`src/rtl/uart_rx_byte.sv`:
```
// 8N1 UART receiver (LSB first) with a level handshake for the text-row buffer.
// byteReady drops on a confirmed start bit and rises at frame end with data already stable.
module uart_rx_byte #(
   parameter int unsigned DELAY_FRAMES = 234
) (
   input  logic       clk,
   input  logic       reset,
   input  logic       uartRx,
   output logic       byteReady,
   output logic [7:0] data,
   output logic       frameErr,
   output logic       rxBusy
);

   localparam int unsigned HALF_DELAY = DELAY_FRAMES / 2;
   localparam int unsigned CNT_W      = $clog2(DELAY_FRAMES + 1);

   localparam logic [CNT_W-1:0] HALF_CNT = CNT_W'(HALF_DELAY);
   localparam logic [CNT_W-1:0] BIT_END  = CNT_W'(DELAY_FRAMES - 1);

   localparam logic [2:0] IDLE  = 3'd0;
   localparam logic [2:0] START = 3'd1;
   localparam logic [2:0] READ  = 3'd2;
   localparam logic [2:0] STOP  = 3'd3;
   localparam logic [2:0] BREAK = 3'd4;

   logic             rxMeta;
   logic             rxS;
   logic [2:0]       state;
   logic [2:0]       stateNext;
   logic [CNT_W-1:0] counter;
   logic [CNT_W-1:0] counterNext;
   logic [2:0]       bitIdx;
   logic [2:0]       bitIdxNext;
   logic [7:0]       shiftReg;
   logic [7:0]       shiftNext;
   logic             byteReadyNext;
   logic [7:0]       dataNext;
   logic             frameErrNext;
   logic             rxBusyNext;

   // Two-flop synchroniser; idles high so reset never looks like a start bit
   always_ff @(posedge clk) begin
      if (reset) begin
         rxMeta <= 1'b1;
         rxS    <= 1'b1;
      end else begin
         rxMeta <= uartRx;
         rxS    <= rxMeta;
      end
   end

   // State and datapath register
   always_ff @(posedge clk) begin
      if (reset) begin
         state     <= IDLE;
         counter   <= '0;
         bitIdx    <= 3'd0;
         shiftReg  <= 8'h00;
         byteReady <= 1'b1;
         data      <= 8'h00;
         frameErr  <= 1'b0;
         rxBusy    <= 1'b0;
      end else begin
         state     <= stateNext;
         counter   <= counterNext;
         bitIdx    <= bitIdxNext;
         shiftReg  <= shiftNext;
         byteReady <= byteReadyNext;
         data      <= dataNext;
         frameErr  <= frameErrNext;
         rxBusy    <= rxBusyNext;
      end
   end

   // Next-state and datapath decisions, all made on the synchronised line
   always_comb begin
      stateNext     = state;
      counterNext   = counter + CNT_W'(1);
      bitIdxNext    = bitIdx;
      shiftNext     = shiftReg;
      byteReadyNext = byteReady;
      dataNext      = data;
      frameErrNext  = frameErr;

      case (state)
         IDLE: begin
            counterNext = '0;
            if (!rxS) begin
               stateNext   = START;
               counterNext = CNT_W'(1);
            end
         end
         START: begin
            if (counter == HALF_CNT) begin
               counterNext = '0;
               if (!rxS) begin
                  stateNext     = READ;
                  byteReadyNext = 1'b0;
                  bitIdxNext    = 3'd0;
               end else begin
                  stateNext = IDLE;
               end
            end
         end
         READ: begin
            if (counter == BIT_END) begin
               shiftNext[bitIdx] = rxS;
               counterNext       = '0;
               bitIdxNext        = bitIdx + 3'd1;
               if (bitIdx == 3'd7) begin
                  stateNext = STOP;
               end
            end
         end
         STOP: begin
            if (counter == BIT_END) begin
               counterNext = '0;
               dataNext    = shiftReg;
               if (rxS) begin
                  frameErrNext  = 1'b0;
                  byteReadyNext = 1'b1;
                  stateNext     = IDLE;
               end else begin
                  frameErrNext = 1'b1;
                  stateNext    = BREAK;
               end
            end
         end
         BREAK: begin
            // Wait out a stuck-low line so it cannot retrigger a frame
            if (rxS) begin
               counterNext   = '0;
               byteReadyNext = 1'b1;
               stateNext     = IDLE;
            end
         end
         default: begin
            stateNext   = IDLE;
            counterNext = '0;
         end
      endcase

      rxBusyNext = (stateNext != IDLE);
   end

endmodule

```
`config.mk`:
```
export PLATFORM = sky130hd
export DESIGN_NAME = uart_rx_byte
export DESIGN_NICKNAME = d
export VERILOG_FILES = /design/src/rtl/uart_rx_byte.sv
export SDC_FILE = /design/constraint.sdc
export NUM_CORES = 1
export LEC_CHECK = 0
export BUFFER_PORTS_ARGS = -buffer_cell sky130_fd_sc_hd__buf_2
export CORE_MARGIN = 2
export CORE_UTILIZATION = 58
export DETAILED_ROUTE_END_ITERATION = 12
export GPL_ROUTABILITY_DRIVEN = 0
export GPL_TIMING_DRIVEN = 0
export PLACE_DENSITY_LB_ADDON = 0.08
export SYNTH_ARGS = -nofsm -noshare
export SYNTH_HDL_FRONTEND = slang
export SYNTH_SLANG_ARGS = --single-unit
```
`constraint.sdc`:
```
create_clock -name clk -period 2.45 [get_ports clk]
set_input_delay 0.245 -clock clk [delete_from_list [all_inputs] [get_ports clk]]
set_output_delay 0.245 -clock clk [all_outputs]
set_load 0.005 [all_outputs]
```
# Word-level counts from Yosys, hierarchy flattened
# Cells that the tools add are included.
op_classes:
  add_sub_neg: 2
  magnitude_cmp: 2
  n_eq_ne: 11
  muxes: 27
  reduce_logical: 10
op_table:
  columns: ["operator", "count"]
  rows:
  - ["$pmux 8 s4", 1]
  - ["$mux 3", 10]
  - ["$mux 8", 3]
  - ["$pmux 3 s5", 1]
  - ["$add 8x1->8 const B", 1]
  - ["$bwmux 8", 1]
  - ["$eq 8x7->1 const B", 1]
  - ["$eq 8x8->1 const B", 1]
  - ["$ne 2x2->1 const B", 4]
  - ["$reduce_and 4->1", 2]
  - ["$mux 1", 7]
  - ["$eq 3x2->1 const B", 2]
  - ["$eq 3x3->1 const B", 2]
  - ["$pmux 3 s2", 1]
  - ["$reduce_bool 3->1", 2]
  - ["$lt 3x4->1 const B", 1]
  - ["$reduce_and 2->1", 2]
  - ["$add 3x1->3 const B", 1]
  - ["$demux 1 s3", 1]
  - ["$eq 3x1->1 const B", 1]
  - ["$ge 3x1->1 const B", 1]
  - ["$logic_not 3->1", 1]
  - ["$pmux 1 s3", 1]
  - ["$mux 2", 1]
  - ["3 further kinds", 3]
totals:
  reg_bits: 35
  in_bits: 3
  out_inout_bits: 11
  wordCells: 62

# Logic depth before layout (Yosys ltp)
logic_depth:
  word_depth: 5
  mapped_depth: 7
  ltp_nobuf: 6

# Worst setup path before layout
# Ideal clock, no wire load.
synth_path:
  path_kind: "register to register"
  start: "reg counter[0]"
  end: "reg rxBusy"
  setup_ns: 0.134
  arrival_ns: 1.711
  required_time_ns: 2.316
  path_slack_ns: 0.605
  stages_incl_launch_ff: 6
  n_path_buf: 0
  period_less_slack_ns: 1.845
  cell_sequence: "dfxtp_1 ha_1 nand2_1 o41a_1 o21a_1 or4_1"
synth_between:
  elab_chain_len: 4
  word_cells_on_any_way: 7
  classes_between: "2 x eq/ne; 4 x mux; 1 x reduce/logical"
synth_lines:
  columns: ["element", "line", "source"]
  rows:
  - ["start: declaration", "31", "logic [CNT_W-1:0] counter;"]
  - ["start signal: assignment", "66", "counter <= counterNext;"]
  - ["$eq 8x8->1 / $eq 8x7->1 (equally long branches)", "107, 117, 95", null]
  - ["$mux 3, on equally long branches", "117, 107, 95", null]
  - ["$pmux 3 s5 *", "86", "case (state)"]
  - ["$reduce_bool 3->1 *", "144", "rxBusyNext = (stateNext != IDLE);"]
  - ["end signal: assignment", "72", "rxBusy <= rxBusyNext;"]
  - ["end: declaration", "12", "output logic rxBusy"]
# Mark *: on every way between the ends. The rest lies on a longest branch, timed or not.
# A chain may end at the register's enable or synchronous reset.

# Final worst setup path
layout_path:
  start: "reg counter[0]"
  end: "reg counter[3]"
layout_between:
  elab_chain_len: 3
  word_cells_on_any_way: 7
  classes_between: "1 x add/sub; 2 x eq/ne; 4 x mux"
layout_lines:
  columns: ["element", "line", "source"]
  rows:
  - ["$add 8x1->8, or another cell as far along", "79", "counterNext = counter + CNT_W'(1);"]
  - ["$mux 8, on equally long branches", null, null]
  - ["$pmux 8 s4 *", "86", null]
# Marks and branches as above.

==> results_dict.tcl <==
set metrics [dict create \
    stdcell_count 231 \
    antenna_found_initial 0 \
    via_count 1287 \
    synth_edf_count 0 \
    finalPower_w 0.000906 \
    p_leak_nw 0.736 \
    end_kind "register" \
    dp.cells 223 \
    drcViolationCount 0 \
    fmax_mhz 454 \
    status "complete, no violations" \
    cts_setup_buffers 0 \
    setup_viol_count_final 0 \
    cts_tree "done" \
    die_width_um 57.4 \
    period_needed_ns 2.20 \
    cts.reportedPaths.clkPinSlew_ns 0.10 \
    setup_tns_ns 0 \
    drive_gt1_frac 0.185 \
    cp.arrival_ns 2.39 \
    clock_latency_ns 0.33 \
    post_cts_resized 0 \
    grt_start_max_net_pins 12 \
    start_kind "register" \
    hold_viol 0 \
    fp.dieH_um 57.4 \
    clock_tree.buffer_depth 2 \
    use_met1 0.302 \
    maxSlewViolCount 0 \
    fin_util 0.663 \
    crit_path_top_delay_cell "a211oi_1" \
    rsz0062_at_grt "false" \
    h-tree-depth 2 \
    grt_pass1_vias 1238 \
    synthCells 179 \
    netlist.area_leader.share 0.423 \
    initial_core_util 0.605 \
    min_path_type "in2reg" \
    cts_root_buffer "clkbuf_4" \
    yosys_most_used_dff "dfxtp_1" \
    cts_hold_buf 0 \
    ff2ff_setup_slack_ns 0.25 \
    synth_top_area_cell "dfxtp_1" \
    grt_pass1_wl_mm 5.60 \
    port_buffers 13 \
    critPathMaxFanout 7 \
    crit_type "reg2reg" \
    ys_top_cells_by_count "dfxtp_1, nor2_1, mux2i_1" \
    syn_nets 186 \
    vdd_drop_max_mv 0.526 \
    nFillCells 232 \
    clock-sinks 35 \
    fin_nets 206 \
    antenna_cells 0 \
    cp.required_ns 2.64 \
    synth.most_common_cell "dfxtp_1" \
    netlist_area_mm2 0.00166 \
    synth-warning-count 0 \
    drtIter0Drc 69 \
    slew_headroom 0.442 \
    worstMarginPinSlew_ns 0.831 \
    drt_pass1_iterations 4 \
    seq_area_frac_synth 0.423 \
    totalWireLength_mm 3.03 \
    cp_slowest_stage_delay_ns 0.73 \
    path_cells "ha_1 > nand2_1 > o41a_1 > a211oi_1 > nor2_1" \
    use_met2 0.326 \
    grt.total_usage 0.218 \
    syn_avg_cell_area_um2 9.25 \
    syn2layout_area_growth_pct 9.52 \
    ys_ff_latch 35 \
    antenna_left 0 \
    grt_overflow_total 0 \
    synth_cell_types 43 \
    min_period_over_period 0.900 \
    p_per_area_mw_per_mm2 500 \
    fin_worst_skew_ns 0.00624 \
    cp_top_family "compound AO/OA/AOI/OAI gates" \
    rows 19 \
    vias_per_cell 5.57 \
    dieArea_mm2 0.00330 \
    hpwl_mm 2.17 \
    synth_async_sr_flop_share 0 \
    synth.top_cells.by_area "dfxtp_1, mux2i_1, nor2_1" \
    core_area_mm2 0.00273 \
    pin_count 14 \
    path_buf_inv 0 \
    post_drt_wl_per_cell_um 13.1 \
    max_cap_viol_count 0 \
    cts_buffers 5 \
    grt.busiest_layer "met2" \
    gr-usage-met3 0.0476 \
]
## report_power, final
part | leakage [nW] | switching (W) | total (W) | internal (W)
sequential | 0.283 | 0.00000337 | 0.000576 | 0.000573
clock | 0.0282 | 0.000186 | 0.000297 | 0.000111
combinational | 0.425 | 0.0000203 | 0.0000333 | 0.0000129
total | 0.736 | 0.000210 | 0.000906 | 0.000697
## through the flow
stage,hold WS (ns),setup slack [ns],area (um^2)
floorplan,0.349,0.605,1660
global placement,0.391,0.294,1760
detailed placement,0.399,0.229,1760
CTS,0.0892,0.212,1810
global route,0.0963,0.0189,1810
finish,0.0969,0.246,1810
## worst reg2reg max path, stage by stage (launching register included)
cell	delay (ns)
dfxtp_1	0.49
ha_1	0.24
nand2_1	0.07
o41a_1	0.41
a211oi_1	0.73
nor2_1	0.13
## worst paths after layout
| kind | end | start | cells past startpoint |
|---|---|---|---|
| min | rxMeta | uartRx | 2 |
| min reg2reg | rxS | rxMeta | 1 |
| max | counter[3] | counter[0] | 5 |
| max reg2reg | counter[3] | counter[0] | 5 |
## sequential cells by signal (all words and copies together), names as in the netlist
signal and count:
bitIdx 3, byteReady 1, counter 8, data 8, frameErr 1, rxBusy 1
rxMeta 1, rxS 1, shiftReg 8, state 3
## cells in the final DEF (no fill, tap or decap), types with 2 or more instances in the layout
cell,count
nand2b_1,13
nand3_1,8
or2_2,3
and3_1,3
ha_1,4
a21oi_1,3
nand2_1,8
nor3_1,6
o21ai_0,4
mux2i_1,17
and3_2,2
clkbuf_1,4
inv_1,5
xnor2_1,3
xor2_1,3
nor3b_1,3
clkbuf_4,5
nor2_1,23
nand4_1,2
or3b_2,3
buf_2,15
o32ai_1,2
nor2b_1,2
dfxtp_1,35
nand3b_1,3
## cells by family (layout without fill, tap and decap cells)
| group | count (synthesis) | after routing | synth area share |
|---|---|---|---|
| buffers and inverters | 13 | 34 | 0.0491 |
| adders and majority gates | 4 | 4 | 0.0302 |
| xor gates and xnor gates | 6 | 6 | 0.0318 |
| DFF | 35 | 35 | 0.423 |
| AOI/OAI and AO/OA | 17 | 17 | 0.0711 |
| and+or+nand+nor | 87 | 87 | 0.292 |
| muxes | 17 | 17 | 0.103 |
## final cells by class
cell class | instances | area [um^2] | share of cell area
tap | 31 | 38.8 | 0.0214
timing repair buffer | 13 | 65.1 | 0.0359
inverter | 5 | 18.8 | 0.0104
clock buffer | 6 | 41.3 | 0.0228
clock inverter | 2 | 12.5 | 0.00690
sequential | 35 | 701 | 0.386
buffer | 8 | 62.6 | 0.0345
multi-input combinational | 131 | 873 | 0.482
## routing by layer
layer,wire length (um),vias to the layer above
li1,-,659
met5,0,-
met4,39,0
met2,1310,23
met3,99,4
met1,1580,601
Power figures use the tool's default switching activity.
